`config.mk`:
```
export PLATFORM = sky130hd
export DESIGN_NAME = bcd_7seg_scan_flat
export DESIGN_NICKNAME = d
export VERILOG_FILES = /design/src/rtl/bcd_7seg_scan_if.sv /design/src/rtl/bcd_7seg_scan.sv /design/src/flat_wrapper.sv
export SDC_FILE = /design/constraint.sdc
export NUM_CORES = 1
export LEC_CHECK = 0
export BUFFER_PORTS_ARGS = -buffer_cell sky130_fd_sc_hd__buf_2
export CAP_MARGIN = 10
export CORE_MARGIN = 8
export CORE_UTILIZATION = 35
export DETAILED_ROUTE_END_ITERATION = 10
export PLACE_DENSITY_LB_ADDON = 0.2
export SLEW_MARGIN = 20
export SYNTH_ARGS = -nofsm -noshare
export SYNTH_HDL_FRONTEND = slang
export SYNTH_SLANG_ARGS = --single-unit
```
`constraint.sdc`:
```
create_clock -name clock -period 2.3 [get_ports clock]
set_input_delay 0.23 -clock clock [delete_from_list [all_inputs] [get_ports clock]]
set_output_delay 0.23 -clock clock [all_outputs]
set_load 0.005 [all_outputs]
```
`src/rtl/bcd_7seg_scan_if.sv`:
```
// bcd_7seg_scan_if: display bus; master drives bcd/load/blank_lz, slave returns seg/an/err/frame_done
interface bcd_7seg_scan_if;
    logic [15:0] bcd;
    logic        load;
    logic        blank_lz;
    logic [6:0]  seg;
    logic [3:0]  an;
    logic        err;
    logic        frame_done;
    modport master (output bcd, load, blank_lz, input seg, an, err, frame_done);
    modport slave  (input bcd, load, blank_lz, output seg, an, err, frame_done);
endinterface

```
`src/rtl/bcd_7seg_scan.sv`:
```
// bcd_7seg_scan: 4-digit BCD to multiplexed 7-segment driver (clock, async a_rst_n, bus: bcd/load/blank_lz in, seg/an/err/frame_done out)
module bcd_7seg_scan #(
    parameter int unsigned REFRESH_DIV = 50000
) (
    input logic             clock,
    input logic             a_rst_n,
    bcd_7seg_scan_if.slave  bus
);
    typedef enum logic {IDLE, SCAN} state_t;
    localparam logic [15:0] LAST = 16'(REFRESH_DIV - 1);
    state_t      state_q, state_d;
    logic [15:0] active_q, active_d, pending_q, pending_d, div_cnt_q, div_cnt_d;
    logic        pend_q, pend_d, armed_q, err_q, err_d, frame_done_q, frame_done_d;
    logic [1:0]  idx_q, idx_d;
    logic [6:0]  seg_q, seg_d;
    logic [3:0]  an_q, an_d, digit;
    logic        load_ok, wrap, boundary, z3, z2, z1, blank;
    function automatic logic [6:0] enc(input logic [3:0] d);
        case (d)
            4'd0: enc = 7'h3F;
            4'd1: enc = 7'h06;
            4'd2: enc = 7'h5B;
            4'd3: enc = 7'h4F;
            4'd4: enc = 7'h66;
            4'd5: enc = 7'h6D;
            4'd6: enc = 7'h7D;
            4'd7: enc = 7'h07;
            4'd8: enc = 7'h7F;
            4'd9: enc = 7'h6F;
            default: enc = 7'h40;
        endcase
    endfunction
    always_comb begin
        load_ok      = bus.load && armed_q;
        wrap         = div_cnt_q == LAST;
        boundary     = state_q == SCAN && wrap && idx_q == 2'd3;
        state_d      = state_q;
        active_d     = active_q;
        pending_d    = pending_q;
        pend_d       = pend_q;
        div_cnt_d    = div_cnt_q;
        idx_d        = idx_q;
        if (state_q == IDLE) begin
            if (load_ok) begin
                active_d  = bus.bcd;
                state_d   = SCAN;
                div_cnt_d = '0;
                idx_d     = '0;
            end
        end else begin
            div_cnt_d = wrap ? '0 : div_cnt_q + 16'd1;
            idx_d     = wrap ? idx_q + 2'd1 : idx_q;
            if (boundary && load_ok) begin
                active_d  = bus.bcd;
                pending_d = '0;
                pend_d    = 1'b0;
            end else if (boundary && pend_q) begin
                active_d = pending_q;
                pend_d   = 1'b0;
            end else if (load_ok) begin
                pending_d = bus.bcd;
                pend_d    = 1'b1;
            end
        end
        frame_done_d = boundary;
        digit        = 4'(active_q >> {idx_q, 2'b00});
        z3           = active_q[15:12] == 4'd0;
        z2           = z3 && active_q[11:8] == 4'd0;
        z1           = z2 && active_q[7:4] == 4'd0;
        blank        = bus.blank_lz && (idx_q == 2'd3 ? z3 : idx_q == 2'd2 ? z2 : idx_q == 2'd1 ? z1 : 1'b0);
        seg_d        = state_q == SCAN && !blank ? enc(digit) : 7'h00;
        an_d         = state_q == SCAN ? ~(4'b0001 << idx_q) : 4'hF;
        err_d        = active_q[15:12] > 4'd9 || active_q[11:8] > 4'd9 || active_q[7:4] > 4'd9 || active_q[3:0] > 4'd9;
    end
    // armed_q masks a load that arrives in the first cycle after reset release
    always_ff @(posedge clock or negedge a_rst_n) begin
        if (!a_rst_n) begin
            state_q      <= IDLE;
            active_q     <= '0;
            pending_q    <= '0;
            pend_q       <= 1'b0;
            div_cnt_q    <= '0;
            idx_q        <= '0;
            armed_q      <= 1'b0;
            seg_q        <= '0;
            an_q         <= 4'hF;
            err_q        <= 1'b0;
            frame_done_q <= 1'b0;
        end else begin
            state_q      <= state_d;
            active_q     <= active_d;
            pending_q    <= pending_d;
            pend_q       <= pend_d;
            div_cnt_q    <= div_cnt_d;
            idx_q        <= idx_d;
            armed_q      <= 1'b1;
            seg_q        <= seg_d;
            an_q         <= an_d;
            err_q        <= err_d;
            frame_done_q <= frame_done_d;
        end
    end
    assign bus.seg        = seg_q;
    assign bus.an         = an_q;
    assign bus.err        = err_q;
    assign bus.frame_done = frame_done_q;
endmodule

```
`src/flat_wrapper.sv`:
```
// flat-port wrapper written by rule: the top's interface ports become plain ports
module bcd_7seg_scan_flat 
#(
    parameter int unsigned REFRESH_DIV = 50000
)
  (clock, a_rst_n, bus_bcd, bus_load, bus_blank_lz, bus_seg, bus_an, bus_err, bus_frame_done);
  bcd_7seg_scan_if bus_i ();
  input logic clock;
  input logic a_rst_n;
  input wire logic [$bits(bus_i.bcd)-1:0] bus_bcd;
  input wire logic [$bits(bus_i.load)-1:0] bus_load;
  input wire logic [$bits(bus_i.blank_lz)-1:0] bus_blank_lz;
  output wire logic [$bits(bus_i.seg)-1:0] bus_seg;
  output wire logic [$bits(bus_i.an)-1:0] bus_an;
  output wire logic [$bits(bus_i.err)-1:0] bus_err;
  output wire logic [$bits(bus_i.frame_done)-1:0] bus_frame_done;
  assign bus_i.bcd = bus_bcd;
  assign bus_i.load = bus_load;
  assign bus_i.blank_lz = bus_blank_lz;
  assign bus_seg = bus_i.seg;
  assign bus_an = bus_i.an;
  assign bus_err = bus_i.err;
  assign bus_frame_done = bus_i.frame_done;
  bcd_7seg_scan #(.REFRESH_DIV(REFRESH_DIV)) u_core (.clock(clock), .a_rst_n(a_rst_n), .bus(bus_i));
endmodule
```
==> flow_results.xml, run 1 <==
<?xml version="1.0" encoding="UTF-8"?>
<metrics>
  <group name="clock_network">
    <metric name="cts_root_buf" unit="">sky130_fd_sc_hd__clkbuf_8</metric>
    <metric name="clock_latency" unit="ps">350</metric>
    <metric name="clock_path_buffers" unit="">2</metric>
    <metric name="clk_transition_reported_paths" unit="ps">80</metric>
    <metric name="clock_tree_from_tritoncts" unit="">yes</metric>
    <metric name="clock_tree.htree_level_count" unit="">3</metric>
    <metric name="number_of_buffers_created_by_cts" unit="">9</metric>
    <metric name="sinks_on_the_clock_net" unit="">66</metric>
  </group>
  <group name="floorplanning">
    <metric name="top_level_port_count" unit="">33</metric>
    <metric name="fp.dieW" unit="um">115</metric>
    <metric name="core_region_area" unit="um^2">9680</metric>
    <metric name="core.rowCount" unit="">36</metric>
    <metric name="fp.dieH" unit="um">115</metric>
    <metric name="initial_utilization" unit="">0.356</metric>
    <metric name="floorplan.die_area" unit="um^2">13300</metric>
  </group>
  <group name="finish">
    <metric name="area_delta_synth_final" unit="%">15.5</metric>
    <metric name="final_nets" unit="">390</metric>
    <metric name="fillerInstances" unit="">938</metric>
    <metric name="post_route_cells_drive_above_1_share" unit="">0.216</metric>
    <metric name="layout.cells.most_common" unit="">sky130_fd_sc_hd__dfrtp_1</metric>
    <metric name="insertedDiodeCount" unit="">0</metric>
    <metric name="seqCellArea" unit="um^2">1660</metric>
    <metric name="multiInputGateArea" unit="um^2">1650</metric>
    <metric name="mostFrequentLayoutCells" unit="">62 x sky130_fd_sc_hd__dfrtp_1, 32 x sky130_fd_sc_hd__a21oi_1, 32 x sky130_fd_sc_hd__buf_2</metric>
  </group>
  <group name="setup_path">
    <metric name="timing.critical_path.slowest_cell_delay" unit="ps">670</metric>
    <metric name="criticalPathCategory" unit="">reg -&gt; reg</metric>
    <metric name="timing.critical_path.fanout_max" unit="">4</metric>
    <metric name="critical_path.startpoint_type" unit="">flop</metric>
    <metric name="crit_path_frequent_cell" unit="">sky130_fd_sc_hd__nand3_1</metric>
    <metric name="critical_path_required" unit="ps">2550</metric>
    <metric name="worst_path_max_delay_cell" unit="">sky130_fd_sc_hd__nor4_1</metric>
    <metric name="crit_chain" unit="">ha_1 &gt; nand3_1 &gt; nor4_1 &gt; nand3_1 &gt; o311ai_1</metric>
    <metric name="crit_path_end_kind" unit="">flop</metric>
    <metric name="cp_data_arrival_time" unit="ps">2180</metric>
  </group>
  <group name="power">
    <metric name="ir_drop" unit="mV">0.308</metric>
    <metric name="leakage_component_of_the_power" unit="uW">0.00162</metric>
    <metric name="power_density" unit="nW/um^2">901</metric>
  </group>
  <group name="sta">
    <metric name="final.hold.worst_slack" unit="ps">131</metric>
    <metric name="final_min_period_over_clock_period" unit="">0.840</metric>
    <metric name="timing.final.ws_setup" unit="ps">368</metric>
    <metric name="final_hold_viol_count" unit="">0</metric>
    <metric name="slew-limit-headroom" unit="">0.329</metric>
    <metric name="setup_viol" unit="">0</metric>
    <metric name="fin_worst_skew" unit="ps">8.59</metric>
    <metric name="final.min_clock_period" unit="ps">1930</metric>
    <metric name="final.setup.tns" unit="ps">0</metric>
    <metric name="rsz0062_at_grt" unit="">false</metric>
    <metric name="maxClockFrequency" unit="GHz">0.518</metric>
    <metric name="finalMaxSlewViolations" unit="">0</metric>
    <metric name="worst_pin_slew" unit="ps">1010</metric>
  </group>
  <group name="grt">
    <metric name="use_met1" unit="">0.186</metric>
    <metric name="global_route.peak_usage_layer" unit="">met2</metric>
    <metric name="grt.total_usage" unit="">0.139</metric>
    <metric name="overflow" unit="">0</metric>
    <metric name="use_met2" unit="">0.213</metric>
    <metric name="maximum_number_of_pins_on_one_net_before_global_route_repair" unit="">28</metric>
    <metric name="use_met3" unit="">0.0305</metric>
    <metric name="grt_pass1_vias" unit="">2750</metric>
    <metric name="grt_first_pass_wirelength" unit="um">14400</metric>
    <metric name="initial_antenna_violation_count" unit="">0</metric>
  </group>
  <group name="synthesis">
    <metric name="synth_area_per_cell" unit="um^2">10.6</metric>
    <metric name="seq_area_frac_synth" unit="">0.480</metric>
    <metric name="synth-seq-cells" unit="">66</metric>
    <metric name="mappedNetlistNets" unit="">354</metric>
    <metric name="synthesis.instances" unit="">325</metric>
    <metric name="netlist_area" unit="um^2">3450</metric>
    <metric name="yosys_warnings" unit="">0</metric>
    <metric name="yosys.cell_types.count" unit="">54</metric>
  </group>
  <group name="place">
    <metric name="placement.setup.worst_slack" unit="ps">377</metric>
    <metric name="last_weighted_congestion_value_of_the_routability_driven_placer" unit="">0.821</metric>
    <metric name="dp_hpwl" unit="um">5920</metric>
    <metric name="io_buffer_count" unit="">32</metric>
  </group>
  <group name="route">
    <metric name="drc_viols" unit="">0</metric>
    <metric name="routed_wire_length" unit="um">8380</metric>
    <metric name="antenna_violating_nets_left" unit="">0</metric>
    <metric name="detail_route.wl_per_cell" unit="um">16.8</metric>
    <metric name="route.vias.total" unit="">2717</metric>
    <metric name="route.detailed.vias_per_inst" unit="">5.44</metric>
    <metric name="first_drt_iteration_drcs" unit="">100</metric>
    <metric name="firstDrtPassIters" unit="">4</metric>
  </group>
  <group name="job">
    <metric name="drv_cap" unit="">0</metric>
  </group>
  <group name="worst_hold_path">
    <metric name="hp-class" unit="">in -&gt; reg</metric>
  </group>
  <group name="run_status">
    <metric name="outcome" unit="">finished, final reports clean</metric>
  </group>
</metrics>
[where the power goes]
part | switching, uW | internal (uW) | total (uW)
Clock | 453 | 632 | 1090
Sequential | 275 | 1430 | 1710
Combinational | 379 | 422 | 801
Total | 1110 | 2490 | 3590
[area by class of cell]
| type | instances | area share |
|---|---|---|
| flip-flops and latches | 66 | 0.416 |
| multi-input cells | 229 | 0.413 |
| repair buffers | 45 | 0.0653 |
| well taps | 133 | 0.0417 |
| clock buffers | 10 | 0.0345 |
| clock inverters | 6 | 0.0201 |
| inverters | 10 | 0.00942 |
[synthesized netlist by cell type, drive strengths merged]
| cell type | n | area share |
|---|---|---|
| dfrtp | 62 | 0.45 |
| a21oi | 32 | 0.046 |
| nand2 | 25 | 0.027 |
| a22o | 19 | 0.048 |
| nor3 | 17 | 0.025 |
| nor3b | 17 | 0.037 |
| o21ai | 16 | 0.023 |
| o221a | 16 | 0.052 |
| buf | 12 | 0.023 |
| inv | 10 | 0.011 |
| nor2 | 10 | 0.011 |
| ha | 9 | 0.033 |
| nand3 | 9 | 0.018 |
| clkbuf | 8 | 0.0087 |
| a31oi | 6 | 0.015 |
| nand2b | 6 | 0.011 |
| nand4 | 6 | 0.011 |
| nor4 | 6 | 0.011 |
| dfstp | 4 | 0.030 |
| mux4 | 4 | 0.026 |
| o311ai | 3 | 0.0076 |
| and4bb | 2 | 0.0083 |
| mux2i | 2 | 0.0058 |
| nor2b | 2 | 0.0036 |
| o211ai | 2 | 0.0043 |
| a211oi | 1 | 0.0022 |
| a21bo | 1 | 0.0029 |
| a21o | 1 | 0.0022 |
| a311o | 1 | 0.0029 |
| a31o | 1 | 0.0051 |
| a41oi | 1 | 0.0047 |
| and3 | 1 | 0.0018 |
| and4 | 1 | 0.0033 |
| and4b | 1 | 0.0029 |
| conb | 1 | 0.0011 |
| mux2 | 1 | 0.0033 |
| nor4b | 1 | 0.0025 |
| nor4bb | 1 | 0.0029 |
| o31a | 1 | 0.0025 |
| o31ai | 1 | 0.0022 |
| o41ai | 1 | 0.0025 |
| or2 | 1 | 0.0018 |
| or3 | 1 | 0.0018 |
| or4 | 1 | 0.0022 |
| xor2 | 1 | 0.0025 |
[through the flow]
stage	area (um^2)	total power (uW)	std cells	util
after floorplan	3450	2240	325	-
after global placement	3760	2520	482	0.388
after detailed placement	3760	2530	482	0.388
after CTS	3990	3630	499	0.412
after global routing	3990	3830	499	0.412
final	3990	3590	499	0.412
[timing repair]
| item | 4_1_cts | 5_1_grt |
|---|---|---|
| gates resized for setup | 0 | 0 |
| hold endpoints to repair | 19 | 0 |
| buffers inserted | 0 | 0 |
| hold buffers | 1 | 0 |
[path summary, 6_finish.rpt]
| kind | startpoint | to | slack [ps] | cells past startpoint |
|---|---|---|---|---|
| hold / removal | bus_bcd[7] | u_core.pending_q[7]$_DFFE_PN0P_ | 130 | 2 |
| setup / recovery | u_core.div_cnt_q[1]$_DFFE_PN0P_ | u_core.div_cnt_q[14]$_DFFE_PN0P_ | 370 | 5 |
| min in group asynchronous | a_rst_n | u_core.div_cnt_q[9]$_DFFE_PN0P_ | 400 | 2 |
| hold reg to reg | u_core.pending_q[14]$_DFFE_PN0P_ | u_core.pending_q[14]$_DFFE_PN0P_ | 510 | 1 |
| max in group asynchronous | a_rst_n | u_core.bus.an[0]$_DFF_PN1_ | 1100 | 3 |
| setup reg to reg | u_core.div_cnt_q[1]$_DFFE_PN0P_ | u_core.div_cnt_q[14]$_DFFE_PN0P_ | 370 | 5 |
[metal layers]
layer	part of all wire	vias up
met5	0	-
met3	0.029	10
met2	0.46	51
li1	-	1317
met4	0.013	0
met1	0.50	1339
[flip-flops by register name, indices dropped and copies added, names as in the netlist]
register	flops
u_core.active_q	16
u_core.armed_q	1
u_core.bus.an	4
u_core.bus.err	1
u_core.bus.frame_done	1
u_core.bus.seg	7
u_core.div_cnt_q	16
u_core.idx_q	2
u_core.pend_q	1
u_core.pending_q	16
u_core.state_q	1
[cells by family (layout without fill, tap and decap cells)]
kind of cell	after synthesis	in the layout	synth area share
AOI/OAI and AO/OA	103	103	0.224
xor gates and xnor gates	1	1	0.00254
adders and majority gates	9	9	0.0326
buffers and inverters	30	71	0.0428
DFF	66	66	0.480
muxes	7	7	0.0352
other	1	1	0.00109
and+or+nand+nor	108	108	0.182
[critical path, delay by kind of cell (launching register included)]
kind / cells / cell delay (ps)
AO/OA/AOI/OAI: 1 / 240
adder cells (fa/ha/maj): 1 / 230
flip-flops: 1 / 390
AND/OR/NAND/NOR: 3 / 970
Power figures use the tool's default switching activity.
==> run 2, diff against run 1 <==
clock period = 1.9 ns   (was 2.3 ns; I/O delays follow)
==> run 2 against run 1 <==
Clock power rose by 45%; largest cell class is now multi-input gates; sequential power up 18%; critical path depth unchanged; non-clock buffer count rose by 17; via count is 1.3% higher; sequential share of layout area down 2.2 points; final cell count is 3.4% higher; largest power group unchanged; first-iteration DRC count rose by 27%; register-to-register slack got worse by 270 ps; count of clock-buffer cells in the layout shrank 1.
==> flow_results.xml, run 2 (synthesis results as in run 1) <==
<?xml version="1.0" encoding="UTF-8"?>
<metrics>
  <group name="clock_network">
    <metric name="number_of_buffers_created_by_cts" unit="">9</metric>
    <metric name="clock_tree.htree_level_count" unit="">3</metric>
    <metric name="clock_latency" unit="ps">350</metric>
    <metric name="clk_transition_reported_paths" unit="ps">80</metric>
    <metric name="cts_root_buf" unit="">sky130_fd_sc_hd__clkbuf_8</metric>
    <metric name="sinks_on_the_clock_net" unit="">66</metric>
    <metric name="clock_path_buffers" unit="">2</metric>
    <metric name="clock_tree_from_tritoncts" unit="">yes</metric>
  </group>
  <group name="place">
    <metric name="io_buffer_count" unit="">32</metric>
    <metric name="placement.setup.worst_slack" unit="ps">75.4</metric>
    <metric name="last_weighted_congestion_value_of_the_routability_driven_placer" unit="">0.834</metric>
    <metric name="post-place-cells" unit="">498</metric>
    <metric name="placement.cell_area" unit="um^2">3890</metric>
    <metric name="dp_hpwl" unit="um">5940</metric>
  </group>
  <group name="setup_path">
    <metric name="critical_path_required" unit="ps">2130</metric>
    <metric name="endpoint" unit="">u_core.idx_q[0]$_DFFE_PN0P_</metric>
    <metric name="crit_path_end_kind" unit="">flop</metric>
    <metric name="critical_path.reg2reg.endpoint" unit="">u_core.idx_q[0]$_DFFE_PN0P_</metric>
    <metric name="cp_data_arrival_time" unit="ps">2030</metric>
    <metric name="critical_path.startpoint_type" unit="">flop</metric>
    <metric name="criticalPathCategory" unit="">reg -&gt; reg</metric>
    <metric name="timing.critical_path.fanout_max" unit="">6</metric>
    <metric name="crit_start" unit="">u_core.div_cnt_q[11]$_DFFE_PN0P_</metric>
    <metric name="worstRegToRegCells" unit="">5</metric>
    <metric name="flop2flop_setup_slack" unit="ps">100</metric>
    <metric name="worst_r2r_startpoint" unit="">u_core.div_cnt_q[11]$_DFFE_PN0P_</metric>
  </group>
  <group name="power">
    <metric name="ir_drop" unit="mV">0.357</metric>
    <metric name="leakage_component_of_the_power" unit="uW">0.00173</metric>
    <metric name="power_density" unit="nW/um^2">1120</metric>
  </group>
  <group name="route">
    <metric name="firstDrtPassIters" unit="">4</metric>
    <metric name="first_drt_iteration_drcs" unit="">127</metric>
    <metric name="route.detailed.vias_per_inst" unit="">5.34</metric>
    <metric name="detail_route.wl_per_cell" unit="um">16.6</metric>
    <metric name="route.vias.total" unit="">2753</metric>
    <metric name="drc_viols" unit="">0</metric>
    <metric name="antenna_violating_nets_left" unit="">0</metric>
    <metric name="routed_wire_length" unit="um">8570</metric>
  </group>
  <group name="finish">
    <metric name="fillerInstances" unit="">940</metric>
    <metric name="final_area" unit="um^2">4220</metric>
    <metric name="largest_registers" unit="">u_core.active_q (16), u_core.div_cnt_q (16), u_core.pending_q (16)</metric>
    <metric name="insertedDiodeCount" unit="">0</metric>
    <metric name="area_delta_synth_final" unit="%">22.1</metric>
    <metric name="layout.cells.most_common" unit="">sky130_fd_sc_hd__dfrtp_1</metric>
    <metric name="final_cells" unit="">516</metric>
    <metric name="mostFrequentLayoutCells" unit="">61 x sky130_fd_sc_hd__dfrtp_1, 32 x sky130_fd_sc_hd__a21oi_1, 32 x sky130_fd_sc_hd__buf_2</metric>
    <metric name="post_route_cells_drive_above_1_share" unit="">0.261</metric>
    <metric name="final_nets" unit="">407</metric>
  </group>
  <group name="grt">
    <metric name="initial_antenna_violation_count" unit="">0</metric>
    <metric name="grt_first_pass_wirelength" unit="um">14900</metric>
    <metric name="overflow" unit="">0</metric>
    <metric name="grt.total_usage" unit="">0.141</metric>
    <metric name="grt_pass1_vias" unit="">2854</metric>
    <metric name="maximum_number_of_pins_on_one_net_before_global_route_repair" unit="">67</metric>
  </group>
  <group name="run_status">
    <metric name="outcome" unit="">finished, final reports clean</metric>
  </group>
  <group name="floorplanning">
    <metric name="initial_utilization" unit="">0.356</metric>
    <metric name="core.rowCount" unit="">36</metric>
    <metric name="core_region_area" unit="um^2">9680</metric>
    <metric name="fp.dieH" unit="um">115</metric>
    <metric name="fp.dieW" unit="um">115</metric>
    <metric name="top_level_port_count" unit="">33</metric>
    <metric name="floorplan.die_area" unit="um^2">13300</metric>
  </group>
  <group name="sta">
    <metric name="fin_worst_skew" unit="ps">14.6</metric>
    <metric name="setup_viol" unit="">0</metric>
    <metric name="final_hold_viol_count" unit="">0</metric>
    <metric name="slew-limit-headroom" unit="">0.669</metric>
    <metric name="timing.final.ws_setup" unit="ps">96.5</metric>
    <metric name="worst_pin_slew" unit="ps">494</metric>
    <metric name="final_min_period_over_clock_period" unit="">0.949</metric>
    <metric name="final.min_clock_period" unit="ps">1800</metric>
    <metric name="finalMaxSlewViolations" unit="">0</metric>
    <metric name="maxClockFrequency" unit="GHz">0.554</metric>
  </group>
  <group name="job">
    <metric name="drv_cap" unit="">0</metric>
  </group>
  <group name="worst_hold_path">
    <metric name="hp-class" unit="">in -&gt; reg</metric>
  </group>
</metrics>
## run 2: through the flow
| step | util | power, uW | hold slack (ps) | setup TNS (ps) |
|---|---|---|---|---|
| detailed placement | 0.402 | 3160 | 245 | 0 |
| global placement | 0.402 | 3140 | 241 | 0 |
| floorplan | - | 2710 | -106 | 0 |
| global route | 0.435 | 5030 | 81.8 | -5.48 |
| finish | 0.435 | 4730 | 82.6 | 0 |
| CTS | 0.430 | 4760 | 69.4 | 0 |
## run 2: worst min path at each step
stage / from / to / depth (start not counted) / slack [ps]
2_1_floorplan: a_rst_n / u_core.active_q[0]$_DFFE_PN0P_ / 0 / -110
3_3_place_gp: a_rst_n / u_core.div_cnt_q[7]$_DFFE_PN0P_ / 2 / 240
3_5_place_dp: a_rst_n / u_core.div_cnt_q[7]$_DFFE_PN0P_ / 2 / 240
4_1_cts: bus_bcd[15] / u_core.pending_q[15]$_DFFE_PN0P_ / 2 / 70
5_1_grt: bus_bcd[10] / u_core.pending_q[10]$_DFFE_PN0P_ / 2 / 80
6_report: bus_bcd[15] / u_core.pending_q[15]$_DFFE_PN0P_ / 2 / 80
## run 2: repair_timing
action                                  in CTS  in global routing
endpoints found under the hold margin       62                  0
endpoints found under the setup margin       0                 40
gates resized for setup                      0                  5
hold buffers                                 1                  0
setup buffers                                0                  1
## run 2: worst max-delay path, cell delays in order (launching register included)
cell and delay (ps):
sky130_fd_sc_hd__dfrtp_1 400, sky130_fd_sc_hd__buf_4 160, sky130_fd_sc_hd__nor3b_1 410, sky130_fd_sc_hd__nand4_1 270, sky130_fd_sc_hd__buf_4 210, sky130_fd_sc_hd__o31ai_1 230
## run 2: cell type report
class,instances,area [um^2],area share
multi-input cells,229,1680,0.397
flip-flops and latches,66,1660,0.393
repair buffers,62,413,0.0980
well taps,133,166,0.0395
clock inverters,7,141,0.0335
clock buffers,9,124,0.0294
inverters,10,37.5,0.00890
## run 2: power breakdown
group          internal (uW)  total (uW)  switching (uW)
combinational            601        1130             527
clock                   1000        1580             576
sequential              1730        2020             290
total                   3340        4730            1390
## run 2: metal layers
layer  share of wire  wire length, um  global-route usage  vias up
met3           0.038              322              0.0299        7
li1                -                -                   -     1352
met5               0                0                   0        -
met2            0.47             4010               0.215       58
met1            0.49             4170               0.193     1336
met4          0.0071               61              0.0473        0
